[src/rtl/mem_access_unit_if.sv]
// Data-bus handshake bundle between mem_access_unit (master) and the data memory (slave).
interface mem_access_unit_if #(
  parameter int unsigned AW = 32
);
  logic          d_req;
  logic          d_wr;
  logic [AW-1:0] d_addr;
  logic [3:0]    d_wstrb;
  logic [31:0]   d_wdata;
  logic          d_gnt;
  logic          d_rvalid;
  logic [31:0]   d_rdata;

  modport master (
    output d_req, d_wr, d_addr, d_wstrb, d_wdata,
    input  d_gnt, d_rvalid, d_rdata
  );

  modport slave (
    input  d_req, d_wr, d_addr, d_wstrb, d_wdata,
    output d_gnt, d_rvalid, d_rdata
  );
endinterface

[src/rtl/mem_access_unit.sv]
// Memory-stage load/store unit: issues handshaked bus accesses, formats store/load data, drives result_M.
// Define MEM_ALIGN_CHECK_EN to enable misalignment traps; otherwise low address bits are force-aligned.
module mem_access_unit #(
  parameter int unsigned AW = 32
) (
  input  logic          clk,
  input  logic          rst,
  input  logic          mem_rd_M,
  input  logic          mem_wr_M,
  input  logic [1:0]    mem_size_M,
  input  logic          mem_unsigned_M,
  input  logic [AW-1:0] alu_out_M,
  input  logic [31:0]   wr_data_M,
  input  logic          flush_M,
  input  logic          hold_M,
  output logic [31:0]   result_M,
  output logic          stall_M,
  output logic          addr_err_ld_M,
  output logic          addr_err_st_M,
  mem_access_unit_if.master bus
);

  localparam logic [2:0] IDLE  = 3'd0;
  localparam logic [2:0] REQ   = 3'd1;
  localparam logic [2:0] RESP  = 3'd2;
  localparam logic [2:0] DONE  = 3'd3;
  localparam logic [2:0] DRAIN = 3'd4;

  logic [2:0]    state_q, state_d;
  logic          d_req_q, d_req_d;
  logic          d_wr_q, d_wr_d;
  logic [AW-1:0] addr_q, addr_d;
  logic [3:0]    wstrb_q, wstrb_d;
  logic [31:0]   wdata_q, wdata_d;
  logic [1:0]    off_q, off_d;
  logic [1:0]    size_q, size_d;
  logic          uns_q, uns_d;
  logic          load_q, load_d;
  logic [31:0]   result_q, result_d;

  logic [AW-1:0] eff_addr;
  logic          misaligned;
  logic          valid_acc;
  logic [31:0]   st_wdata;
  logic [3:0]    st_wstrb;
  logic [7:0]    rd_byte;
  logic [15:0]   rd_half;
  logic [31:0]   ld_fmt;

  always_comb begin
    eff_addr   = alu_out_M;
    misaligned = 1'b0;
`ifdef MEM_ALIGN_CHECK_EN
    case (mem_size_M)
      2'b00:   misaligned = 1'b0;
      2'b01:   misaligned = alu_out_M[0];
      default: misaligned = |alu_out_M[1:0];
    endcase
`else
    case (mem_size_M)
      2'b00:   ;
      2'b01:   eff_addr[0] = 1'b0;
      default: eff_addr[1:0] = 2'b00;
    endcase
`endif
  end

  assign valid_acc = (mem_rd_M | mem_wr_M) & ~flush_M & ~misaligned;

  always_comb begin
    st_wdata = wr_data_M;
    st_wstrb = 4'b1111;
    case (mem_size_M)
      2'b00: begin
        st_wdata = {4{wr_data_M[7:0]}};
        st_wstrb = 4'b0001 << eff_addr[1:0];
      end
      2'b01: begin
        st_wdata = {2{wr_data_M[15:0]}};
        st_wstrb = eff_addr[1] ? 4'b1100 : 4'b0011;
      end
      default: ;
    endcase
  end

  always_comb begin
    rd_byte = bus.d_rdata[{off_q, 3'b000} +: 8];
    rd_half = off_q[1] ? bus.d_rdata[31:16] : bus.d_rdata[15:0];
    case (size_q)
      2'b00:   ld_fmt = {{24{~uns_q & rd_byte[7]}}, rd_byte};
      2'b01:   ld_fmt = {{16{~uns_q & rd_half[15]}}, rd_half};
      default: ld_fmt = bus.d_rdata;
    endcase
  end

  always_comb begin
    state_d  = state_q;
    d_req_d  = d_req_q;
    d_wr_d   = d_wr_q;
    addr_d   = addr_q;
    wstrb_d  = wstrb_q;
    wdata_d  = wdata_q;
    off_d    = off_q;
    size_d   = size_q;
    uns_d    = uns_q;
    load_d   = load_q;
    result_d = result_q;
    unique case (state_q)
      IDLE: begin
        if (valid_acc) begin
          state_d = REQ;
          d_req_d = 1'b1;
          d_wr_d  = mem_wr_M;
          addr_d  = {eff_addr[AW-1:2], 2'b00};
          wstrb_d = mem_wr_M ? st_wstrb : 4'b0000;
          wdata_d = mem_wr_M ? st_wdata : 32'h0;
          off_d   = eff_addr[1:0];
          size_d  = mem_size_M;
          uns_d   = mem_unsigned_M;
          load_d  = mem_rd_M;
        end
      end
      REQ: begin
        // A grant commits the access even if a flush lands in the same cycle.
        if (bus.d_gnt) begin
          d_req_d = 1'b0;
          if (!load_q)      state_d = DONE;
          else if (flush_M) state_d = DRAIN;
          else              state_d = RESP;
        end else if (flush_M) begin
          d_req_d = 1'b0;
          state_d = IDLE;
        end
      end
      RESP: begin
        // Flush with data already arriving has nothing left to drain.
        if (flush_M) begin
          state_d = bus.d_rvalid ? IDLE : DRAIN;
        end else if (bus.d_rvalid) begin
          result_d = ld_fmt;
          state_d  = DONE;
        end
      end
      DRAIN: if (bus.d_rvalid) state_d = IDLE;
      DONE:  if (!hold_M) state_d = IDLE;
      default: state_d = IDLE;
    endcase
  end

  always_ff @(posedge clk or negedge rst) begin
    if (!rst) begin
      state_q  <= IDLE;
      d_req_q  <= 1'b0;
      d_wr_q   <= 1'b0;
      addr_q   <= '0;
      wstrb_q  <= 4'b0000;
      wdata_q  <= 32'h0;
      off_q    <= 2'b00;
      size_q   <= 2'b00;
      uns_q    <= 1'b0;
      load_q   <= 1'b0;
      result_q <= 32'h0;
    end else begin
      state_q  <= state_d;
      d_req_q  <= d_req_d;
      d_wr_q   <= d_wr_d;
      addr_q   <= addr_d;
      wstrb_q  <= wstrb_d;
      wdata_q  <= wdata_d;
      off_q    <= off_d;
      size_q   <= size_d;
      uns_q    <= uns_d;
      load_q   <= load_d;
      result_q <= result_d;
    end
  end

  assign bus.d_req   = d_req_q;
  assign bus.d_wr    = d_wr_q;
  assign bus.d_addr  = addr_q;
  assign bus.d_wstrb = wstrb_q;
  assign bus.d_wdata = wdata_q;

  assign stall_M = (state_q == REQ) | (state_q == RESP) | (state_q == DRAIN) |
                   ((state_q == IDLE) & valid_acc);
  assign result_M = ((state_q == DONE) & load_q) ? result_q : 32'(alu_out_M);

`ifdef MEM_ALIGN_CHECK_EN
  assign addr_err_ld_M = (state_q == IDLE) & mem_rd_M & ~flush_M & misaligned;
  assign addr_err_st_M = (state_q == IDLE) & mem_wr_M & ~flush_M & misaligned;
`else
  assign addr_err_ld_M = 1'b0;
  assign addr_err_st_M = 1'b0;
`endif

endmodule

[src/flat_wrapper.sv]
// flat-port wrapper written by rule: the top's interface ports become plain ports
module mem_access_unit_flat 
#(
  parameter int unsigned AW = 32
)
  (clk, rst, mem_rd_M, mem_wr_M, mem_size_M, mem_unsigned_M, alu_out_M, wr_data_M, flush_M, hold_M, result_M, stall_M, addr_err_ld_M, addr_err_st_M, bus_d_req, bus_d_wr, bus_d_addr, bus_d_wstrb, bus_d_wdata, bus_d_gnt, bus_d_rvalid, bus_d_rdata);
  mem_access_unit_if #(.AW(AW)) bus_i ();
  input  logic clk;
  input  logic rst;
  input  logic mem_rd_M;
  input  logic mem_wr_M;
  input  logic [1:0] mem_size_M;
  input  logic mem_unsigned_M;
  input  logic [AW-1:0] alu_out_M;
  input  logic [31:0] wr_data_M;
  input  logic flush_M;
  input  logic hold_M;
  output logic [31:0] result_M;
  output logic stall_M;
  output logic addr_err_ld_M;
  output logic addr_err_st_M;
  output wire logic [$bits(bus_i.d_req)-1:0] bus_d_req;
  output wire logic [$bits(bus_i.d_wr)-1:0] bus_d_wr;
  output wire logic [$bits(bus_i.d_addr)-1:0] bus_d_addr;
  output wire logic [$bits(bus_i.d_wstrb)-1:0] bus_d_wstrb;
  output wire logic [$bits(bus_i.d_wdata)-1:0] bus_d_wdata;
  input wire logic [$bits(bus_i.d_gnt)-1:0] bus_d_gnt;
  input wire logic [$bits(bus_i.d_rvalid)-1:0] bus_d_rvalid;
  input wire logic [$bits(bus_i.d_rdata)-1:0] bus_d_rdata;
  assign bus_d_req = bus_i.d_req;
  assign bus_d_wr = bus_i.d_wr;
  assign bus_d_addr = bus_i.d_addr;
  assign bus_d_wstrb = bus_i.d_wstrb;
  assign bus_d_wdata = bus_i.d_wdata;
  assign bus_i.d_gnt = bus_d_gnt;
  assign bus_i.d_rvalid = bus_d_rvalid;
  assign bus_i.d_rdata = bus_d_rdata;
  mem_access_unit #(.AW(AW)) u_core (.clk(clk), .rst(rst), .mem_rd_M(mem_rd_M), .mem_wr_M(mem_wr_M), .mem_size_M(mem_size_M), .mem_unsigned_M(mem_unsigned_M), .alu_out_M(alu_out_M), .wr_data_M(wr_data_M), .flush_M(flush_M), .hold_M(hold_M), .result_M(result_M), .stall_M(stall_M), .addr_err_ld_M(addr_err_ld_M), .addr_err_st_M(addr_err_st_M), .bus(bus_i));
endmodule
[config.mk]
export PLATFORM = sky130hd
export DESIGN_NAME = mem_access_unit_flat
export DESIGN_NICKNAME = d
export VERILOG_FILES = /design/src/rtl/mem_access_unit_if.sv /design/src/rtl/mem_access_unit.sv /design/src/flat_wrapper.sv
export SDC_FILE = /design/constraint.sdc
export NUM_CORES = 1
export LEC_CHECK = 0
export BUFFER_PORTS_ARGS = -buffer_cell sky130_fd_sc_hd__buf_2
export CAP_MARGIN = 20
export CORE_ASPECT_RATIO = 1.5
export CORE_MARGIN = 4
export CORE_UTILIZATION = 25
export DETAILED_ROUTE_END_ITERATION = 6
export GPL_ROUTABILITY_DRIVEN = 0
export PLACE_DENSITY = 0.53
export SYNTH_ARGS = -nofsm -noshare
export SYNTH_HDL_FRONTEND = slang
export SYNTH_SLANG_ARGS = --single-unit
[constraint.sdc]
create_clock -name clk -period 2.2 [get_ports clk]
set_input_delay 0.22 -clock clk [delete_from_list [all_inputs] [get_ports clk]]
set_output_delay 0.22 -clock clk [all_outputs]
set_load 0.02 [all_outputs]
==> results.md <==
* Clock Latency Late Sink at 0.36 ns
* Post-route setup TNS at 0 ns
* DPL Wire Length at 14100 um
* First-pass GRT wire length at 28500 um
* Die Ht at 194 um
* Main synth FF type: dfrtp_1
* H-tree depth at 3
* # rows at 67
* TritonCTS clock tree: done
* Max_cap viols at 0
* Crit path capture type: output pin
* CP required at 1.98 ns
* Hold Crit Start: mem_unsigned_M
* Vias in the first global route at 4845
* Synth-to-Final Area Change at 29.3%
* Power per cell area at 1310 nW/um^2
* Root Driver: clkbuf_16
* Buf+Inv Stages, Crit Path at 2
* Asr flop ratio synth at 100%
* Initial antenna violation count at 1
* CP delay by family, top: flip-flops
* Die X-Extent at 132 um
* Slew headroom at 54.0%
* Commonest non-fill, non-tap cells in the layout: buf_2 (206), dfrtp_1 (109), nand2_1 (94), mux2_2 (81), o21ai_0 (49)
* Status: finished, final reports clean
* R2R cell count at 6
* Cell area after layout at 7450 sq um
* DRC Markers at 0
* Critical Path Max Stage Delay at 0.39 ns
* Cells after Synth at 552
* Number of setup violations in the final report at 0
* HP Class: in -> reg
* EDFF count, synth at 0
* Register area share after synthesis at 47.3%
* WHS at 0.0905 ns
* Vias per std cell at 4.62
* Most common cell after layout, fill and taps aside: buf_2
* Maximum root-to-sink buffer count at 2
* Layout cells sized above 1 at 46.5%
* DR iter-0 viols at 161
* Slew at the pin closest to its max-slew limit at 0.691 ns
* Synth Cell Area at 5770 sq um
* Final clock skew at 0.00626 ns
* Static leakage at 3.55 nW
* Flop and latch count out of synthesis at 109
* Initial Util at 25.6%
* Peak supply drop at 0.000519 V
* Clk pin slew, worst setup/hold paths at 0.08 ns
* RSZ-0062 raised after global routing: no
* Avg Synthesized Cell Area at 10.4 sq um
* Crit path arrival time at 1.80 ns
* Final hold violations at 0
* WL per Instance at 17.8 um
* Max Clock Freq at 494 MHz
* Clk sinks at 109
* Crit path max fanout at 22
* RR Startpoint: u_core.off_q[1]$_DFFE_PN0P_
* Grt ovf at 0
* CP max stage cell: dfrtp_1
* Core area at 22600 sq um
* Fin crit period at 2.02 ns
* Critical path class: reg -> out
* Yosys cell types at 50
* IO Pins at 212
* DRT antenna net count at 0
* DR vias at 4747
* Final period utilization at 91.9%
* Hold Path Sink: u_core.uns_q$_DFFE_PN0P_
* Die area at 25600 sq um
* Final WL at 18300 um
* Reg2Reg Setup Slack at 0.42 ns
* 1st-pass router iterations at 4
* CTS buffer count at 9
* GRT Overall Usage at 14.2%
* Worst R2R End: u_core.result_q[26]$_DFFE_PN0P_
* Critical path cell sequence: nor2b_2 -> nand3_4 -> buf_12 -> mux2_1 -> buf_2
* Hold depth at 2
* Largest net degree at the start of global routing at 92
* Syn. warnings at 0
* Nets at 853
* Input/output buffers at 207
* Final Slew Violations at 0
* Critical path launch point type: register
* Cell Area, Placed at 7120 sq um
* Post-CTS Setup Inserts at 0
==> Yosys cell counts (2+ instances only) <==
master	number	area share, %
dfrtp_1	109	47
inv_1	10	0.65
a21o_1	7	0.91
a31oi_2	8	1.7
nor2b_1	16	1.7
a221oi_2	5	1.3
o21ai_0	49	4.3
mux2_1	7	1.4
nand2b_1	2	0.22
a31oi_4	2	0.74
mux2_2	81	16
nand2_1	94	6.1
a21oi_1	7	0.61
nor2_1	27	1.8
nor3_1	9	0.78
o31ai_1	13	1.7
nand3_1	4	0.35
buf_6	3	0.59
mux2i_1	10	1.7
buf_2	17	1.5
a31oi_1	6	0.65
a22o_1	3	0.46
buf_4	7	0.91
clkbuf_1	20	1.3
nor3b_1	2	0.26
a221oi_1	10	1.5
==> what timing repair did <==
| item | CTS | global route |
|---|---|---|
| endpoints found under the setup margin | 0 | 9 |
| resized for setup | 0 | 2 |
| hold buffers | 1 | 0 |
| hold endpoints to repair | 14 | 0 |
==> worst max-delay path by stage <==
stage | from | end | cells after the start
finish | u_core.state_q[2]$_DFFE_PN0P_ | result_M[15] | 5
global route | u_core.state_q[2]$_DFFE_PN0P_ | result_M[4] | 5
CTS | u_core.state_q[2]$_DFFE_PN0P_ | result_M[4] | 5
detailed placement | u_core.off_q[1]$_DFFE_PN0P_ | u_core.result_q[26]$_DFFE_PN0P_ | 6
global placement | u_core.state_q[2]$_DFFE_PN0P_ | result_M[4] | 5
floorplan | u_core.state_q[2]$_DFFE_PN0P_ | result_M[1] | 5
==> worst register-to-register path, delay by kind of cell (launching register included) <==
kind / cells / cell delay, ns
flops: 1 / 0.37
compound gates: 3 / 0.41
mux: 1 / 0.31
buf+inv: 2 / 0.56
==> cell type report <==
cell class | count | area (sq um)
antenna | 1 | 2.50
clock buffer | 9 | 225
clock inverter | 7 | 90.1
fill | 2386 | 15100
inverter | 10 | 37.5
multi-input combinational | 388 | 2780
sequential | 109 | 2730
tap | 276 | 345
timing repair buffer | 228 | 1250
==> cells by family after synthesis <==
| family | count (synthesis) | synth area share [%] |
|---|---|---|
| other | 1 | 0.0650 |
| AO/OA/AOI/OAI | 120 | 15.4 |
| XOR/XNOR | 1 | 0.152 |
| flip-flops | 109 | 47.3 |
| buffers and inverters | 58 | 4.99 |
| AND/OR/NAND/NOR | 163 | 12.5 |
| multiplexers | 100 | 19.6 |
==> power breakdown <==
part	switching (mW)	internal [mW]	leakage, nW	total [mW]
clock	0.784	0.993	0.151	1.78
combinational	2.64	1.81	2.04	4.44
sequential	0.617	2.95	1.36	3.57
total	4.04	5.75	3.55	9.79
==> stage by stage <==
step | total power [mW] | setup slack [ns] | utilization, % | std cells
2_1_floorplan | 6.52 | 0.592 | - | 555
3_3_place_gp | 8.06 | 0.433 | 31.6 | 1010
3_5_place_dp | 8.13 | 0.417 | 31.6 | 1010
4_1_cts | 9.95 | 0.00389 | 33.0 | 1027
5_1_grt | 10.5 | 0.0652 | 33.1 | 1028
6_report | 9.79 | 0.177 | 33.1 | 1028
==> registers in the layout, indices dropped and copies added (netlist names) <==
| signal | count |
|---|---|
| u_core.bus.d_addr | 30 |
| u_core.bus.d_req | 1 |
| u_core.bus.d_wdata | 32 |
| u_core.bus.d_wr | 1 |
| u_core.bus.d_wstrb | 4 |
| u_core.load_q | 1 |
| u_core.off_q | 2 |
| u_core.result_q | 32 |
| u_core.size_q | 2 |
| u_core.state_q | 3 |
| u_core.uns_q | 1 |
==> layer usage <==
metal / track usage, % / routed length, um / vias up
met5: 0 / 0 / -
met4: 7.71 / 824 / 0
met3: 3.32 / 986 / 33
met2: 24.3 / 9450 / 151
met1: 16.4 / 7020 / 2236
li1: - / - / 2327
Power figures use the tool's default switching activity.
